===== src/rtl/reg_file_param_if.sv =====
// rtl/reg_file_param_if.sv - request/response bundle of the two-read one-write register file
//
// Purpose: groups every non-clock, non-reset signal of reg_file_param.
// Ports (signals):
//   READ, WRITE, CLEAR          request strobes, sampled on the CLK rising edge
//   ADDR_R1, ADDR_R2, ADDR_W    read port 1/2 and write addresses (ADDR_WIDTH)
//   DATA_W                      write data (DATA_WIDTH)
//   DATA_R1, DATA_R2            registered read data (DATA_WIDTH)
//   RD_VALID                    one-cycle pulse after a read updated DATA_R1/DATA_R2
// Modports: master drives requests, slave (the register file) drives responses.
interface reg_file_param_if #(
    parameter int DATA_WIDTH = 32,
    parameter int ADDR_WIDTH = 5
);
    logic                  READ;
    logic                  WRITE;
    logic                  CLEAR;
    logic [ADDR_WIDTH-1:0] ADDR_R1;
    logic [ADDR_WIDTH-1:0] ADDR_R2;
    logic [ADDR_WIDTH-1:0] ADDR_W;
    logic [DATA_WIDTH-1:0] DATA_W;
    logic [DATA_WIDTH-1:0] DATA_R1;
    logic [DATA_WIDTH-1:0] DATA_R2;
    logic                  RD_VALID;

    modport master (
        output READ, WRITE, CLEAR, ADDR_R1, ADDR_R2, ADDR_W, DATA_W,
        input  DATA_R1, DATA_R2, RD_VALID
    );

    modport slave (
        input  READ, WRITE, CLEAR, ADDR_R1, ADDR_R2, ADDR_W, DATA_W,
        output DATA_R1, DATA_R2, RD_VALID
    );
endinterface


===== src/rtl/reg_file_param.sv =====
// rtl/reg_file_param.sv - parameterised register file, two registered read ports, one write port
//
// Purpose: DEPTH = 2^ADDR_WIDTH entries of DATA_WIDTH bits with a synchronous
// whole-array clear (clear beats a same-cycle write) and one-cycle read latency.
// Ports:
//   CLK     rising-edge clock for all state
//   RESET   asynchronous active-high reset of storage and read outputs
//   bus     reg_file_param_if.slave: READ/WRITE/CLEAR strobes, ADDR_R1/ADDR_R2/ADDR_W,
//           DATA_W in; DATA_R1/DATA_R2/RD_VALID out
// Build option: REG_FILE_BYPASS_EN - when defined, a read that hits the entry
// being written (or any entry while CLEAR=1) returns the value committed at that
// same edge; otherwise it returns the value stored before the edge.
module reg_file_param #(
    parameter int DATA_WIDTH = 32,
    parameter int ADDR_WIDTH = 5
) (
    input  logic             CLK,
    input  logic             RESET,
    reg_file_param_if.slave  bus
);
    localparam int DEPTH = 1 << ADDR_WIDTH;

    logic [DATA_WIDTH-1:0] r_mem [DEPTH];
    logic [DATA_WIDTH-1:0] r_data_r1;
    logic [DATA_WIDTH-1:0] r_data_r2;
    logic                  r_rd_valid;

    logic [DATA_WIDTH-1:0] w_rd1;
    logic [DATA_WIDTH-1:0] w_rd2;

    // Value each read port captures at the coming edge.
    always_comb begin
        w_rd1 = r_mem[bus.ADDR_R1];
        w_rd2 = r_mem[bus.ADDR_R2];
`ifdef REG_FILE_BYPASS_EN
        // Forward the committed value: clear zeroes every entry, otherwise a
        // write only affects the port whose address matches.
        if (bus.CLEAR) begin
            w_rd1 = '0;
            w_rd2 = '0;
        end else if (bus.WRITE) begin
            if (bus.ADDR_W == bus.ADDR_R1) begin
                w_rd1 = bus.DATA_W;
            end
            if (bus.ADDR_W == bus.ADDR_R2) begin
                w_rd2 = bus.DATA_W;
            end
        end
`endif
    end

    // Storage: clear has priority over write.
    always_ff @(posedge CLK or posedge RESET) begin
        if (RESET) begin
            for (int i = 0; i < DEPTH; i++) begin
                r_mem[i] <= '0;
            end
        end else if (bus.CLEAR) begin
            for (int i = 0; i < DEPTH; i++) begin
                r_mem[i] <= '0;
            end
        end else if (bus.WRITE) begin
            r_mem[bus.ADDR_W] <= bus.DATA_W;
        end
    end

    // Read registers hold their data when no read is requested.
    always_ff @(posedge CLK or posedge RESET) begin
        if (RESET) begin
            r_data_r1  <= '0;
            r_data_r2  <= '0;
            r_rd_valid <= 1'b0;
        end else begin
            r_rd_valid <= bus.READ;
            if (bus.READ) begin
                r_data_r1 <= w_rd1;
                r_data_r2 <= w_rd2;
            end
        end
    end

    assign bus.DATA_R1  = r_data_r1;
    assign bus.DATA_R2  = r_data_r2;
    assign bus.RD_VALID = r_rd_valid;
endmodule


===== src/flat_wrapper.sv =====
// flat-port wrapper written by rule: the top's interface ports become plain ports
module reg_file_param_flat 
#(
    parameter int DATA_WIDTH = 32,
    parameter int ADDR_WIDTH = 5
)
  (CLK, RESET, bus_READ, bus_WRITE, bus_CLEAR, bus_ADDR_R1, bus_ADDR_R2, bus_ADDR_W, bus_DATA_W, bus_DATA_R1, bus_DATA_R2, bus_RD_VALID);
  reg_file_param_if #(.DATA_WIDTH(DATA_WIDTH), .ADDR_WIDTH(ADDR_WIDTH)) bus_i ();
  input  logic CLK;
  input  logic RESET;
  input wire logic [$bits(bus_i.READ)-1:0] bus_READ;
  input wire logic [$bits(bus_i.WRITE)-1:0] bus_WRITE;
  input wire logic [$bits(bus_i.CLEAR)-1:0] bus_CLEAR;
  input wire logic [$bits(bus_i.ADDR_R1)-1:0] bus_ADDR_R1;
  input wire logic [$bits(bus_i.ADDR_R2)-1:0] bus_ADDR_R2;
  input wire logic [$bits(bus_i.ADDR_W)-1:0] bus_ADDR_W;
  input wire logic [$bits(bus_i.DATA_W)-1:0] bus_DATA_W;
  output wire logic [$bits(bus_i.DATA_R1)-1:0] bus_DATA_R1;
  output wire logic [$bits(bus_i.DATA_R2)-1:0] bus_DATA_R2;
  output wire logic [$bits(bus_i.RD_VALID)-1:0] bus_RD_VALID;
  assign bus_i.READ = bus_READ;
  assign bus_i.WRITE = bus_WRITE;
  assign bus_i.CLEAR = bus_CLEAR;
  assign bus_i.ADDR_R1 = bus_ADDR_R1;
  assign bus_i.ADDR_R2 = bus_ADDR_R2;
  assign bus_i.ADDR_W = bus_ADDR_W;
  assign bus_i.DATA_W = bus_DATA_W;
  assign bus_DATA_R1 = bus_i.DATA_R1;
  assign bus_DATA_R2 = bus_i.DATA_R2;
  assign bus_RD_VALID = bus_i.RD_VALID;
  reg_file_param #(.DATA_WIDTH(DATA_WIDTH), .ADDR_WIDTH(ADDR_WIDTH)) u_core (.CLK(CLK), .RESET(RESET), .bus(bus_i));
endmodule

===== config.mk =====
export PLATFORM = sky130hd
export DESIGN_NAME = reg_file_param_flat
export DESIGN_NICKNAME = d
export VERILOG_FILES = /design/src/rtl/reg_file_param_if.sv /design/src/rtl/reg_file_param.sv /design/src/flat_wrapper.sv
export SDC_FILE = /design/constraint.sdc
export NUM_CORES = 2
export LEC_CHECK = 0
export CORE_MARGIN = 2
export CORE_UTILIZATION = 25
export DETAILED_ROUTE_END_ITERATION = 8
export PLACE_DENSITY = 0.5
export REMOVE_ABC_BUFFERS = 1
export SLEW_MARGIN = 20
export SYNTH_ARGS = -nofsm -noshare
export SYNTH_HDL_FRONTEND = slang
export SYNTH_SLANG_ARGS = --single-unit

===== constraint.sdc =====
create_clock -name CLK -period 47.3 [get_ports CLK]
set_input_delay 7.095 -clock CLK [delete_from_list [all_inputs] [get_ports CLK]]
set_output_delay 7.095 -clock CLK [all_outputs]
set_load 0.005 [all_outputs]

==> impl_metrics.yaml <==
clocking:
  post_cts_buffers: 0
  root_buffer: "clkbuf_16"
  clkLatencyLatePin_ns: 0.78
  clkTransAtPathRegs_ns: 0.06
  holdBufCountCts: 0
  tritoncts: "done"
  cts_resized: 0
  clk_path_buf_depth: 3
  h-tree-depth: 3
  cts_made_buffers: 117
  clkSinkCount: 1089
synthesis:
  synth_ff_type: "dfrtp_1"
  synth_edf_count: 0
  ys_seq_area_share_pct: 45.2
  synth_cells: 6858
  synth_warnings: 0
  synth_seq_cells: 1089
  async_flop_share_pct: 100
  netlist_area_mm2: 0.0602
  synth_cell_types: 31
  avgSynthCellArea_um2: 8.78
global_route:
  grt_max_degree: 127
  grt-ovfl-total: 0
  grt_pass1_wl_mm: 382
  grt_pass1_vias: 52000
  grt_util_all_layers_pct: 21.1
  antenna_found_initial: 16
setup_path:
  path_max_fanout: 126
  worstSetupPathType: "in -> reg"
  crit_top_cell: "buf_4"
  worst_path_max_delay_cell: "buf_4"
  slowest_delay_ns: 0.92
  cp-end-kind: "flop"
  crit_path_cell_trace: "buf_8, buf_4, buf_4, buf_12, buf_4, mux2i_1, a22oi_1, a21oi_1, nor4_1, mux2_2"
  start_kind: "input pin"
  crit_required_ns: 47.95
  crit_arrival_ns: 12.22
die:
  fp.dieArea_mm2: 0.245
  initial_core_util_pct: 25.1
  dieWidth_um: 495
  ios: 117
  rows: 180
  core_area_mm2: 0.240
  die_h_um: 495
timing:
  setup_violations: 0
  finalSetupTns_ns: 0
  fin_crit_sh_pct: 24.5
  period_needed_ns: 11.57
  finalClockSkew_ns: 0.0298
  timing.slew.headroom_pct: 17.7
  tightestPinTransition_ns: 1.23
  rsz0062_at_grt: "no"
  hold_viol_final: 0
  clock.fmax_mhz: 86.5
  slew_viol_final: 0
routing:
  drc: 0
  vias: 53900
  wl_per_cell_um: 27.1
  postRouteAntennaNets: 0
  drtIter0Drc: 6879
  wl_mm: 267
  drtPass1Iterations: 6
  drt-vias-per-instance: 5.47
place:
  io_buffers: 116
  dp_hpwl_mm: 137
  gp_congestion: 0.814
outcome:
  outcome: "finished clean"
power_and_ir_drop:
  power.density_mw_per_mm2: 32.6
  leakagePower_nw: 28.1
  vdd_drop_max_mv: 0.0334
finish:
  area_delta_synth_final_pct: 13.0
  final.fill_count: 25400
  fin_util_pct: 28.3
  drive_gt1_share_pct: 7.31
  layout.nets: 6619
job:
  drv_cap: 0
min_path:
  hold_class: "reg -> reg"
-- synth_stat cells (2+ instances only) --
master	number	share of area, %
nand2_1	2085	13
a21oi_1	1280	11
dfrtp_1	1089	45
mux2i_1	1024	17
a22oi_1	512	6.4
clkbuf_1	410	2.6
buf_2	121	1.0
buf_4	84	1.0
mux2_2	64	1.2
nor4_1	64	0.66
buf_1	31	0.19
nor2_1	29	0.18
buf_6	22	0.41
nor2_2	8	0.083
nand2b_1	4	0.042
nor2b_1	4	0.042
and2_1	3	0.031
and3b_1	3	0.044
nand3b_1	3	0.037
or2_2	3	0.031
and3_1	2	0.021
nand3_1	2	0.017
nor3b_1	2	0.025
or3b_2	2	0.029
-- per-stage QoR --
step | worst slack [ns] | instance area, um2 | cells | total power [mW] | hold slack, ns
2_1_floorplan | 9.55 | 57100 | 6189 | 1.08 | 0.505
3_3_place_gp | 35.09 | 63900 | 9632 | 1.23 | 0.489
3_5_place_dp | 35.07 | 63900 | 9632 | 1.23 | 0.496
4_1_cts | 35.90 | 68000 | 9846 | 2.23 | 0.510
5_1_grt | 35.62 | 68000 | 9849 | 2.29 | 0.527
6_report | 35.73 | 68100 | 9853 | 2.22 | 0.504
-- cell families (layout without fill, tap and decap cells) --
| logic type | after synthesis | count (layout) | synth area share (%) |
|---|---|---|---|
| compound gates | 1792 | 1792 | 17.0 |
| buf+inv | 670 | 474 | 5.23 |
| flops | 1089 | 1089 | 45.2 |
| mux | 1088 | 1088 | 18.2 |
| other cells | 0 | 6 | 0 |
| simple gates | 2219 | 2219 | 14.3 |
-- flip-flops by register name, summed over array words and instances, names as in the netlist --
name	flops
u_core.bus.DATA_R1	32
u_core.bus.RD_VALID	1
u_core.bus.DATA_R2	32
u_core.r_mem	1024
-- layout by cell type, fill, tap and decap left out, types with 3 or more instances in the layout --
master	instances
nand2_1	2051
a21oi_1	1280
dfrtp_1	1089
mux2i_1	1024
a22oi_1	512
buf_4	132
clkbuf_16	121
clkdlybuf4s50_1	110
mux2_2	64
nor4_1	62
nor2_4	34
clkbuf_8	31
clkbuf_1	29
nand2_4	21
nand2_2	13
bufinv_16	13
clkinv_2	12
buf_12	8
diode_2	6
clkinvlp_4	5
nor2b_4	4
nand2b_2	4
nand3b_1	3
and3b_1	3
or2_2	3
buf_8	3
buf_6	3
-- report_power, final --
group,internal [mW],switching [mW]
clock,0.585,0.416
sequential,0.947,0.0144
combinational,0.0837,0.175
-- final timing paths --
check / from / to / slack [ns] / cells after the start
hold reg to reg: u_core.bus.DATA_R2[26] / u_core.bus.DATA_R2[26] / 0.50 / 1
setup reg to reg: u_core.r_mem[750] / u_core.bus.DATA_R1[14] / 45.07 / 5
min in group asynchronous: RESET / u_core.bus.DATA_R2[20] / 7.00 / 2
hold / removal: u_core.bus.DATA_R2[26] / u_core.bus.DATA_R2[26] / 0.50 / 1
max in group asynchronous: RESET / u_core.r_mem[698] / 37.42 / 6
setup / recovery: bus_ADDR_R1[0] / u_core.bus.DATA_R1[3] / 35.73 / 10
-- per-layer routing --
layer	global-route usage [%]	part of all wire [%]
met1	28.3	42
met3	4.53	8.9
met4	9.19	4.8
met2	32.6	45
met5	0	0.010
-- final cells by class --
| class | count | area [um2] | share of cell area (%) |
|---|---|---|---|
| inverters | 1 | 11.3 | 0.0165 |
| multi-input cells | 5099 | 30300 | 44.6 |
| repair buffers | 259 | 2370 | 3.48 |
| flip-flops and latches | 1089 | 27300 | 40.0 |
| clock inverters | 33 | 529 | 0.778 |
| diodes | 6 | 15.0 | 0.0221 |
| well taps | 3185 | 3990 | 5.86 |
| clock buffers | 181 | 3560 | 5.24 |
-- critical path: cells and delay by family --
kind	cells	cell delay, ns
buffers and inverters	5	3.78
AND/OR/NAND/NOR	1	0.11
AO/OA/AOI/OAI	2	0.42
multiplexers	2	0.55
Note: power is estimated with default switching activity, not from simulation.
